[src/rtl/act_pkg.sv]
// Shared definitions for the activation-stage requantizers.
// Q3.5 is a signed 8-bit format: 3 integer bits (sign included) and 5
// fractional bits, so it spans -4.0 to +3.96875.
// Ports: none (package only).
package act_pkg;

  typedef logic signed [7:0] q35_t;

  localparam int unsigned Q35_FRAC = 5;
  localparam q35_t        Q35_MIN  = q35_t'(-128);
  localparam q35_t        Q35_MAX  = q35_t'(127);

endpackage

[src/rtl/round_shift_sat.sv]
// Combinational round / arithmetic shift / saturate helper for activation
// requantizers. The rounding path and the saturation path are independent,
// which lets the caller put a pipeline register between them.
// Ports:
//   i_val   signed product to requantize
//   i_shift right-shift amount
//   o_rnd   round-half-up (toward +inf) shifted value, one bit wider than i_val
//   i_rnd   a previously rounded value to clip into Q3.5
//   o_q     clipped Q3.5 result
//   o_sat   i_rnd was outside the Q3.5 range
module round_shift_sat
  import act_pkg::*;
#(
  parameter int unsigned IN_W    = 32,
  parameter int unsigned SHIFT_W = 5
) (
  input  logic signed [IN_W-1:0]    i_val,
  input  logic        [SHIFT_W-1:0] i_shift,
  output logic signed [IN_W:0]      o_rnd,
  input  logic signed [IN_W:0]      i_rnd,
  output q35_t                      o_q,
  output logic                      o_sat
);

  localparam logic signed [IN_W:0]    RND_ONE = (IN_W+1)'(1);
  localparam logic        [SHIFT_W-1:0] SH_ONE  = SHIFT_W'(1);

  logic signed [IN_W:0] w_ext;
  logic signed [IN_W:0] w_half;
  logic signed [IN_W:0] w_sum;
  logic [IN_W-7:0]      w_top;

  // One extra bit of headroom so adding the half-LSB never overflows.
  always_comb begin
    w_ext  = {i_val[IN_W-1], i_val};
    w_half = '0;
    w_sum  = w_ext;
    o_rnd  = w_ext;
    if (i_shift != '0) begin
      w_half = RND_ONE <<< (i_shift - SH_ONE);
      w_sum  = w_ext + w_half;
      o_rnd  = w_sum >>> i_shift;
    end
  end

  // In range exactly when every bit from 7 upward equals the sign bit.
  always_comb begin
    w_top = i_rnd[IN_W:7];
    o_sat = ~((&w_top) | ~(|w_top));
    if (o_sat) begin
      o_q = i_rnd[IN_W] ? Q35_MIN : Q35_MAX;
    end else begin
      o_q = q35_t'(i_rnd[7:0]);
    end
  end

endmodule

[src/rtl/acc_requant_q35.sv]
// Requantizes signed MAC accumulator values into Q3.5 samples for the tanh
// stage: S1 multiplies by an unsigned scale, S2 rounds and shifts, S3 clips.
// The whole pipeline advances together when the output is empty or taken.
// Ports:
//   clk, reset            rising-edge clock, synchronous active-high reset
//   in_valid / in_ready   input handshake (in_ready is combinational)
//   acc_in, mult_in, shift_in  sample, scale and right-shift, captured together
//   out_valid / out_ready output handshake
//   q_out, sat_out        Q3.5 result and its clip flag
//   sat_count             clipped outputs since reset, sticks at all-ones
module acc_requant_q35
  import act_pkg::*;
#(
  parameter int unsigned ACC_W   = 24,
  parameter int unsigned MULT_W  = 8,
  parameter int unsigned SHIFT_W = 5,
  parameter int unsigned CNT_W   = 16
) (
  input  logic               clk,
  input  logic               reset,
  input  logic               in_valid,
  output logic               in_ready,
  input  logic [ACC_W-1:0]   acc_in,
  input  logic [MULT_W-1:0]  mult_in,
  input  logic [SHIFT_W-1:0] shift_in,
  output logic               out_valid,
  input  logic               out_ready,
  output logic [7:0]         q_out,
  output logic               sat_out,
  output logic [CNT_W-1:0]   sat_count
);

  localparam int unsigned PROD_W = ACC_W + MULT_W;

  logic                      w_advance;
  logic signed [PROD_W-1:0]  w_acc_ext;
  logic signed [PROD_W-1:0]  w_mult_ext;
  logic signed [PROD_W-1:0]  w_prod;
  logic signed [PROD_W:0]    w_rnd;
  q35_t                      w_q;
  logic                      w_sat;

  logic                      r_s1_valid;
  logic signed [PROD_W-1:0]  r_s1_prod;
  logic [SHIFT_W-1:0]        r_s1_shift;
  logic                      r_s2_valid;
  logic signed [PROD_W:0]    r_s2_rnd;
  logic                      r_s3_valid;
  q35_t                      r_q;
  logic                      r_sat;
  logic [CNT_W-1:0]          r_cnt;

  assign w_advance = ~r_s3_valid | out_ready;
  assign in_ready  = w_advance & ~reset;

  // Both operands widened to the product width; the scale is zero-extended.
  assign w_acc_ext  = $signed({{MULT_W{acc_in[ACC_W-1]}}, acc_in});
  assign w_mult_ext = $signed({{ACC_W{1'b0}}, mult_in});
  assign w_prod     = w_acc_ext * w_mult_ext;

  round_shift_sat #(
    .IN_W    (PROD_W),
    .SHIFT_W (SHIFT_W)
  ) u_rss (
    .i_val   (r_s1_prod),
    .i_shift (r_s1_shift),
    .o_rnd   (w_rnd),
    .i_rnd   (r_s2_rnd),
    .o_q     (w_q),
    .o_sat   (w_sat)
  );

  always_ff @(posedge clk) begin
    if (reset) begin
      r_s1_valid <= 1'b0;
      r_s1_prod  <= '0;
      r_s1_shift <= '0;
      r_s2_valid <= 1'b0;
      r_s2_rnd   <= '0;
      r_s3_valid <= 1'b0;
      r_q        <= '0;
      r_sat      <= 1'b0;
      r_cnt      <= '0;
    end else if (w_advance) begin
      r_s1_valid <= in_valid;
      r_s1_prod  <= w_prod;
      r_s1_shift <= shift_in;
      r_s2_valid <= r_s1_valid;
      r_s2_rnd   <= w_rnd;
      r_s3_valid <= r_s2_valid;
      r_q        <= w_q;
      r_sat      <= w_sat & r_s2_valid;
      if (r_s2_valid && w_sat && (r_cnt != '1)) begin
        r_cnt <= r_cnt + CNT_W'(1);
      end
    end
  end

  assign out_valid = r_s3_valid;
  assign q_out     = r_q;
  assign sat_out   = r_sat;
  assign sat_count = r_cnt;

endmodule

[config.mk]
export PLATFORM = sky130hd
export DESIGN_NAME = acc_requant_q35
export DESIGN_NICKNAME = d
export VERILOG_FILES = /design/src/rtl/act_pkg.sv /design/src/rtl/round_shift_sat.sv /design/src/rtl/acc_requant_q35.sv
export SDC_FILE = /design/constraint.sdc
export NUM_CORES = 1
export LEC_CHECK = 0
export CAP_MARGIN = 10
export CORE_UTILIZATION = 40
export CTS_CLUSTER_DIAMETER = 80
export DETAILED_ROUTE_END_ITERATION = 8
export DONT_BUFFER_PORTS = 1
export PLACE_DENSITY = 0.55
export SLEW_MARGIN = 20
export SYNTH_ARGS = -nofsm -noshare
export SYNTH_HDL_FRONTEND = slang
export SYNTH_SLANG_ARGS = --single-unit
[constraint.sdc]
create_clock -name clk -period 8.95 [get_ports clk]
set_input_delay 1.79 -clock clk [delete_from_list [all_inputs] [get_ports clk]]
set_output_delay 1.79 -clock clk [all_outputs]
set_load 0.05 [all_outputs]
After elaboration in Yosys (flattened, before gate mapping)
Cells that the tools add are included.

Flip-flop bits (word level): 98. Output and inout port bits: 27.

Add/sub/neg operators: 3. Multipliers: 1. Equal/unequal tests: 1. Shifts and indexed selects: 2. Muxes and demuxes: 3. Bitwise logic cells: 8. Reductions and logical operators: 6.

Operators by type and width (count): adder 32 x 33 -> 33 bit (1); two-way mux 33 bit (1); <<< shifter 2 x 5 -> 33 bit, first input constant (1); >>> shifter 33 x 5 -> 33 bit (1); multiplier 24 x 9 -> 32 bit (1); AND reduction 26 bit (1); OR reduction 26 bit (1); adder 16 x 1 -> 16 bit, second input constant (1); two-way mux 8 bit (2); inequality test 16 bit, second input constant (1); nonzero test 5 bit (1); subtractor 5 x 1 -> 5 bit, second input constant (1); NOT 1 bit (4); AND 1 bit (2); logical AND 1 bit (2); bitwise OR 1 bit (2); AND reduction 2 bit (1).

Depth between registers and ports, before layout
Gate-level depths: netlist of run 1.

Depth in word-level cells: 7. Mapped depth: 22. Depth with buffers taken out: 21.

Modules after synthesis
Synthesis of run 1 repeated with hierarchy kept, for this count alone.

Cells, all modules: 1992. Area total of the unflattened synthesis: 15187.1 um^2.

Modules (own cells, without submodules): acc_requant_q35 (instances 1, cells each 1228, area an instance 10176.0 um^2, sequential area each 1961.9 um^2); round_shift_sat (instances 1, cells each 764, area an instance 5011.1 um^2, sequential area each 0.0 um^2).

Worst setup path after synthesis of run 1
Ideal clock, no wire load.

Kind: in2reg. Start point: in mult_in[0]. End point: reg r_s1_prod[30]. Arrival: 6.459 ns. Data required time: 8.818 ns. Path slack: 2.359 ns. Cell stages on the path: 20. Buffers on the path: 1. Cells stage by stage: clkbuf_1 -> nand2_1 -> fa_1 -> inv_1 -> fa_1 -> fa_1 -> inv_1 -> fa_1 -> inv_1 -> ha_1 -> a21oi_1 -> nor3b_1 -> nand4_1 -> a41o_1 -> a211o_1 -> a221o_1 -> a21oi_1 -> o21bai_1 -> mux2i_1 -> a21oi_1.

Longest elaborated chain between the ends: 1.

RTL lines: from (decl) (line acc_requant_q35.sv:24) `input logic [MULT_W-1:0] mult_in,`; multiplier 24 x 9 -> 32 bit (line acc_requant_q35.sv:59) `assign w_prod = w_acc_ext * w_mult_ext;`; to (signal assigned) (line acc_requant_q35.sv:86) `r_s1_prod <= w_prod;`; to (decl) (line acc_requant_q35.sv:44) `logic signed [PROD_W-1:0] r_s1_prod;`.

No other way between the ends. A chain may end at the register's enable or synchronous reset.

Worst setup path in the final report of run 1
Start point: reg r_s1_shift[3]. End point: reg r_s2_rnd[26].

Longest elaborated chain between the ends: 5. Elaborated cells between the ends (all ways): 6. Classes of those cells: 2 x add/sub; 2 x shift; 1 x mux; 1 x reduce/logical.

RTL lines: from (decl) (line acc_requant_q35.sv:45) `logic [SHIFT_W-1:0] r_s1_shift;`; from (signal assigned) (line acc_requant_q35.sv:87) `r_s1_shift <= shift_in;`; subtractor 5 x 1 -> 5 bit (line round_shift_sat.sv:40) `w_half = RND_ONE <<< (i_shift - SH_ONE);`; <<< shifter 2 x 5 -> 33 bit (line round_shift_sat.sv:40); adder 32 x 33 -> 33 bit (line round_shift_sat.sv:41) `w_sum = w_ext + w_half;`; >>> shifter 33 x 5 -> 33 bit (line round_shift_sat.sv:42) `o_rnd = w_sum >>> i_shift;`; two-way mux 33 bit (*) (line round_shift_sat.sv:39) `if (i_shift != '0) begin`; to (signal assigned) (line acc_requant_q35.sv:89) `r_s2_rnd <= w_rnd;`; to (decl) (line acc_requant_q35.sv:47) `logic signed [PROD_W:0] r_s2_rnd;`.

Every way passes the cells marked *; elsewhere a longest branch is shown, timed or not.

==> key figures, run 1 <==
Run status
  – Outcome: finished, final reports clean

Yosys
  – Syn Inst Count: 1890
  – Main flop type after synthesis: dfxtp_1
  – Yosys warnings: 0
  – Post-synth ARST share: 0
  – Sequential share of the synthesized area: 0.131
  – Yosys top cell area share: 0.200
  – Post-Syn Nets: around 2200
  – EDFF count, synth: 0
  – Synth Register Bits: 98
  – Syn avg cell area: ~7.9 um^2
  – Synth unique cells: 88
  – Post-Synthesis Cell Area: approximately 15000 um^2
  – Synth area leaders: fa_1 (20%), dfxtp_1 (13%), ha_1 (8.0%), nand2_1 (6.5%), inv_1 (5.3%)
  – Area leader, netlist: fa_1

Power and ir drop
  – P_leak: 0.00706 uW
  – VDD IR max: between 0.1 and 0.15 mV
  – Power density cells: between 200 and 250 nW/um^2

Detailed routing
  – WL per Instance: around 20 um
  – Final WL: 46.3 mm
  – Routed via count: about 13000
  – Detailed-route DRC error count: 0
  – Final ANT Viol Nets: 0
  – Via density: 5.83
  – DRT iter0 DRCs: between 900 and 1000
  – Drt pass-1 iters: 6

Placed design
  – RD Place Congestion: 0.949
  – Placed instance area: 15300 um^2
  – I/O Buffers: 0
  – Final HPWL DP: 36.0 mm

Global routing
  – Remaining Overflow, GRT: 0
  – Initial antenna violation count: 1
  – Largest net degree at the start of global routing: 80
  – Number of global-route vias before repair: 13247
  – GR Util All Layers: 0.245
  – Global-route wire length before repair: 74.4 mm

Critical path
  – CP peak stage delay: 800 ps
  – Worst Path Required: 9190 ps
  – Worst Path Buf+Inv: 2
  – Critical Path Fanout Max: 42
  – Delay-heaviest family, CP: simple AND/OR/NAND/NOR gates
  – Worst Setup End Kind: flop
  – Cell mode on critical path: nand2_1
  – Setup crit start kind: flop
  – Worst Path Arrival: 6590 ps
  – Cell chain of the critical path: buf_4 > nor2_1 > nand2_1 > nor2_1 > ha_1 > nand2_1 > o21ai_0 > a22oi_1 > nand4_1 > nand2_1 > xnor2_1 > buf_4 > a222oi_1 > mux2i_1 > nor3_1 > o21ai_0
  – Worst path slowest cell: nor2_1
  – Crit path kind: flop to flop

Final layout
  – # nets final: 2103
  – Most frequent cells in the layout: nand2_1 (260), inv_1 (212), nor2_1 (161)
  – Commonest non-fill, non-tap cell in the layout: nand2_1
  – Fin area: 15600 um^2
  – Share of cells above drive strength 1: 0.0461
  – Synthesis-to-layout area growth: 4.19%

Clock network
  – Post-CTS resize count: 0
  – Hold buffers post-CTS: 0
  – Clock Tree Root: clkbuf_16
  – Reg clk slew, reported paths: around 80 ps
  – CTS tree: done
  – Skew-Pair Late Insertion Delay: 370 ps
  – Post-CTS setup buffers: 0
  – Clock buffer count from CTS: 9
  – CTS HTree Levels: 3
  – Clk buf depth: 2
  – CTS sink count: 98

Min path
  – HP Class: flop to flop

Timing
  – Final worst path period share: 0.710
  – Final hold violation count: 0
  – Final TNS setup: 0 ps
  – Fmax: around 160 MHz
  – Final Slew Violations: 0
  – Max_slew headroom: 0.341
  – Final Skew: 16.4 ps
  – Worst-Margin Slew: 985 ps
  – Final worst path period need: roughly 6400 ps
  – Final setup fails: 0
  – Unrepaired setup endpoints after global routing: false

Floorplan
  – Num rows: 70
  – Initial core utilization: 0.407
  – Die area: 38100 um^2
  – Core ar.: 36700 um^2
  – Chip Width: 195 um
  – Height of the chip: between 150 and 200 um
  – # IOs: 68

Flow run
  – MaxCap Viol Count: 0
-- cells by family (layout without fill, tap and decap cells) --
logic type / Yosys count / in the layout / share of synthesized area
XOR/XNOR: 77 / 77 / 0.0451
AO/OA/AOI/OAI: 403 / 403 / 0.188
AND/OR/NAND/NOR: 690 / 690 / 0.216
multiplexers: 61 / 61 / 0.0578
buffers and inverters: 316 / 248 / 0.0815
other: 0 / 1 / 0
adder cells (fa/ha/maj): 245 / 245 / 0.280
flip-flops: 98 / 98 / 0.131
-- per-layer routing --
metal	vias up	track usage	share of wire
met5	-	0.00766	0.00091
met4	2	0.0878	0.038
met3	109	0.0408	0.075
met2	482	0.385	0.44
met1	6446	0.338	0.45
li1	6315	-	-
-- layout make-up --
class / count / area, um^2
antenna: 1 / 2.50
clock buffer: 9 / 225
clock inverter: 7 / 90.1
fill: 3788 / 21100
inverter: 216 / 811
multi-input combinational: 1476 / 11800
sequential: 98 / 1960
tap: 468 / 586
timing repair buffer: 16 / 120
-- synth_stat cells, drive strengths merged, types with 7 or more instances --
cell,number
a2111oi,7
a211o,7
a211oi,21
a21o,16
a21oi,114
a221o,7
a221oi,11
a22o,7
a22oi,8
a311oi,8
a31oi,20
and2,117
and3,13
and4,7
buf,30
clkbuf,70
dfxtp,98
fa,149
ha,96
inv,213
mux2,9
mux2i,34
mux4,18
nand2,260
nand3,24
nand4,26
nor2,161
nor2b,8
nor3,30
nor4,16
o211ai,16
o21a,12
o21ai,73
o21bai,8
o221ai,11
o22ai,8
o31ai,11
or2,7
or3,10
xnor2,42
xor2,35
-- worst paths after layout --
check | from | to | slack (ps) | cells after the start
worst max-delay path | r_s1_shift[3] | r_s2_rnd[26] | 2600 | 16
worst min-delay path | r_s1_valid | r_s1_valid | 450 | 2
worst max register to register | r_s1_shift[3] | r_s2_rnd[26] | 2600 | 16
worst min register to register | r_s1_valid | r_s1_valid | 450 | 2
-- where the power goes --
group	leakage (uW)	switching, uW	internal (uW)	total, uW
Combinational	0.00610	1510	1130	2640
Sequential	0.000809	183	540	723
Clock	0.000156	200	225	425
-- flip-flops by register name (all words and copies together), names as in the netlist --
name / count
sat_count: 16
r_s2_rnd: 33
out_valid: 1
r_s1_prod: 32
sat_out: 1
r_s1_shift: 5
r_s1_valid: 1
q_out: 8
r_s2_valid: 1
-- through the flow --
step	hold slack (ps)	total power [uW]	util	worst slack, ps	instances
finish	450	3790	0.424	2600	2291
floorplan	432	2730	-	2360	1890
global placement	436	3300	0.416	2380	2274
detailed placement	440	3340	0.416	2300	2274
global route	473	4160	0.424	2450	2290
CTS	452	3780	0.424	2660	2290
-- tightest hold or removal path, delay by kind of cell (launching register included) --
family | cells | cell delay, ps
DFF | 1 | 320
and+or+nand+nor | 1 | 50
AOI/OAI and AO/OA | 1 | 50
Power figures use the tool's default switching activity.
==> inputs of run 2 (changes only) <==
==> constraint.sdc (replaced) <==
create_clock -name clk -period 5.9 [get_ports clk]
set_input_delay 1.18 -clock clk [delete_from_list [all_inputs] [get_ports clk]]
set_output_delay 1.18 -clock clk [all_outputs]
set_load 0.05 [all_outputs]
==> run 2 against run 1 <==
- register-to-register slack got worse by 1900 ps
- flip-flop and latch count unchanged
- critical endpoint is now r_s1_prod[30]
- largest power group unchanged
- worst hold slack improved by 2.8 ps
- clock power increased by 38%
- worst setup slack got worse by 2300 ps
- highest routed layer is now met4
- combinational power increased by 54%
==> key figures, run 2 (synthesis results as in run 1) <==
Timing
  – Final Slew Violations: 0 (unchanged)
  – WHS: 453 ps (+2.78 ps)
  – Final worst path period share: 0.942
  – Final setup fails: 0 (unchanged)
  – Final Skew: 12.9 ps (-3.47 ps)
  – Unrepaired setup endpoints after global routing: false
  – Fmax: 180 MHz
  – Max_slew headroom: 0.405 (+0.0637)
  – Final worst path period need: 5560 ps
  – Worst-Margin Slew: 891 ps (-93.7 ps)
  – Final hold violation count: 0 (unchanged)

Clock network
  – Skew-Pair Late Insertion Delay: 360 ps (about the same)
  – Post-CTS setup buffers: 0 (unchanged)
  – CTS tree: done
  – Hold buffers post-CTS: 0 (unchanged)
  – Clock Tree Root: clkbuf_16
  – Reg clk slew, reported paths: 80 ps (about the same)
  – Clk buf depth: 2 (unchanged)
  – Post-CTS resize count: 0 (unchanged)
  – CTS HTree Levels: 3 (unchanged)
  – CTS sink count: 98 (unchanged)
  – Clock buffer count from CTS: 9 (unchanged)

Placed design
  – RD Place Congestion: 0.973 (+2.6%)
  – Inst Count DP: 2294 (+0.88%)
  – I/O Buffers: 0 (unchanged)
  – Final HPWL DP: 36.5 mm (+1.4%)

Flow run
  – MaxCap Viol Count: 0 (unchanged)

Global routing
  – GR Util All Layers: 0.243 (-0.00251)
  – Initial antenna violation count: 1 (unchanged)
  – Largest net degree at the start of global routing: 80 (unchanged)
  – Global-route wire length before repair: 74.1 mm (-0.46%)
  – Number of global-route vias before repair: 13266 (+0.14%)
  – Remaining Overflow, GRT: 0 (unchanged)

Detailed routing
  – Final WL: 45.6 mm (-1.5%)
  – Routed via count: 13294 (-0.45%)
  – Top Layer Used: met4
  – DRT iter0 DRCs: 1048 (+6.4%)
  – Via density: 5.75 (-1.3%)
  – DR WL met3: 2.73 mm (-21%)
  – Detailed-route DRC error count: 0 (unchanged)
  – WL per Instance: 19.7 um (-2.4%)
  – Final ANT Viol Nets: 0 (unchanged)
  – Met1 WL: 21.0 mm (+0.68%)
  – Drt pass-1 iters: 8 (+2)
  – Routed length on met2: 20.5 mm (+1.4%)

Critical path
  – Delay-heaviest family, CP: adder cells
  – Worst Path Required: 6150 ps (-3040 ps)
  – CP peak stage delay: 560 ps (-240 ps)
  – Setup crit start kind: input pin
  – Cell mode on critical path: fa_1
  – Worst path slowest cell: fa_1
  – Critical Path Fanout Max: 24 (-43%)
  – Cell chain of the critical path: nand2_1 > fa_1 > inv_1 > fa_1 > fa_1 > inv_1 > fa_1 > inv_1 > ha_1 > a21oi_1 > nor3b_1 > nand4_1 > a41o_1 > a211o_1 > a221o_1 > a21oi_1 > o21bai_1 > mux2i_1 > a21oi_1
  – Path length in cells of the critical path: 19 (+3)
  – Crit path kind: input pin to flop
  – Worst Setup End Kind: flop
  – Worst Path Buf+Inv: 3 (+1)
  – Reg2reg path depth: 16 (unchanged)
  – Worst Path Arrival: 5800 ps (-790 ps)

Floorplan
  – Height of the chip: 195 um (unchanged)
  – Initial core utilization: 0.407 (unchanged)
  – Chip Width: 195 um (unchanged)
  – Num rows: 70 (unchanged)
  – # IOs: 68 (unchanged)
  – Core ar.: 36700 um^2 (unchanged)
  – Die area: 38100 um^2 (unchanged)

Final layout
  – Most frequent cells in the layout: nand2_1 (260), inv_1 (212), nor2_1 (161)
  – End-of-flow core utilization: 0.428 (+0.00327)
  – # nets final: 2123 (+0.95%)
  – Post-route insts no fill: 2311 (+0.87%)
  – Number of flip-flops in the largest register: 33 (unchanged)
  – Share of cells above drive strength 1: 0.0565 (+0.0104)
  – Biggest register: r_s2_rnd
  – Synthesis-to-layout area growth: 4.99%
  – Commonest non-fill, non-tap cell in the layout: nand2_1

Power and ir drop
  – Power density cells: 366 nW/um^2 (+51%)
  – VDD IR max: 0.208 mV (+93%)
  – Total chip power: 5750 uW (+52%)
  – P_leak: 0.00713 uW (+1.0%)

Min path
  – HP Class: flop to flop
  – Hold path depth: 2 (unchanged)

Run status
  – Outcome: finished, final reports clean
## run 2: power breakdown
group | total (uW) | switching [uW] | internal (uW)
clock network | 586 | 291 | 295
registers | 1100 | 283 | 819
logic | 4060 | 2290 | 1770
## run 2: final timing paths
path	start	endpoint	slack (ps)
max	mult_in[0]	r_s1_prod[30]	340
min	r_s1_valid	r_s1_valid	450
max reg2reg	r_s1_shift[0]	r_s2_rnd[10]	730
min reg2reg	r_s1_valid	r_s1_valid	450
## run 2: layout make-up
type	instances	area (um^2)
Clock buffer	9	225
Fill cell	3781	21000
Antenna cell	1	2.50
Timing Repair Buffer	36	270
Clock inverter	7	60.1
Multi-Input combinational cell	1476	11800
Inverter	216	811
Tap cell	468	586
Sequential cell	98	1960
## run 2: worst min-delay path, cell delays in order (launching register included)
cell and delay, ps:
dfxtp_1 320, nand2_1 50, a21oi_1 50
## run 2: metrics by stage
step                      setup TNS (ps)  setup slack (ps)  instance area, um^2
after floorplan                        0              36.9                15000
after global placement                 0              54.2                15400
after detailed placement           -15.0             -15.0                15400
after CTS                              0               360                15700
after global routing                   0              12.1                15700
final                                  0               343                15700
## run 2: layer usage
metal	vias up	track usage
met1	6435	0.338
met5	-	0
li1	6359	-
met3	75	0.0342
met2	425	0.391
met4	0	0.0694
==> inputs of run 3 (changes only) <==
--- a/config.mk
+++ b/config.mk
@@ -10,6 +10,7 @@
 export CTS_CLUSTER_DIAMETER = 80
 export DETAILED_ROUTE_END_ITERATION = 8
 export DONT_BUFFER_PORTS = 1
+export GPL_TIMING_DRIVEN = 1
 export PLACE_DENSITY = 0.55
 export SLEW_MARGIN = 20
 export SYNTH_ARGS = -nofsm -noshare
==> results of run 3 <==
No change in the layout: final DEF, timing and power equal those of run 2.
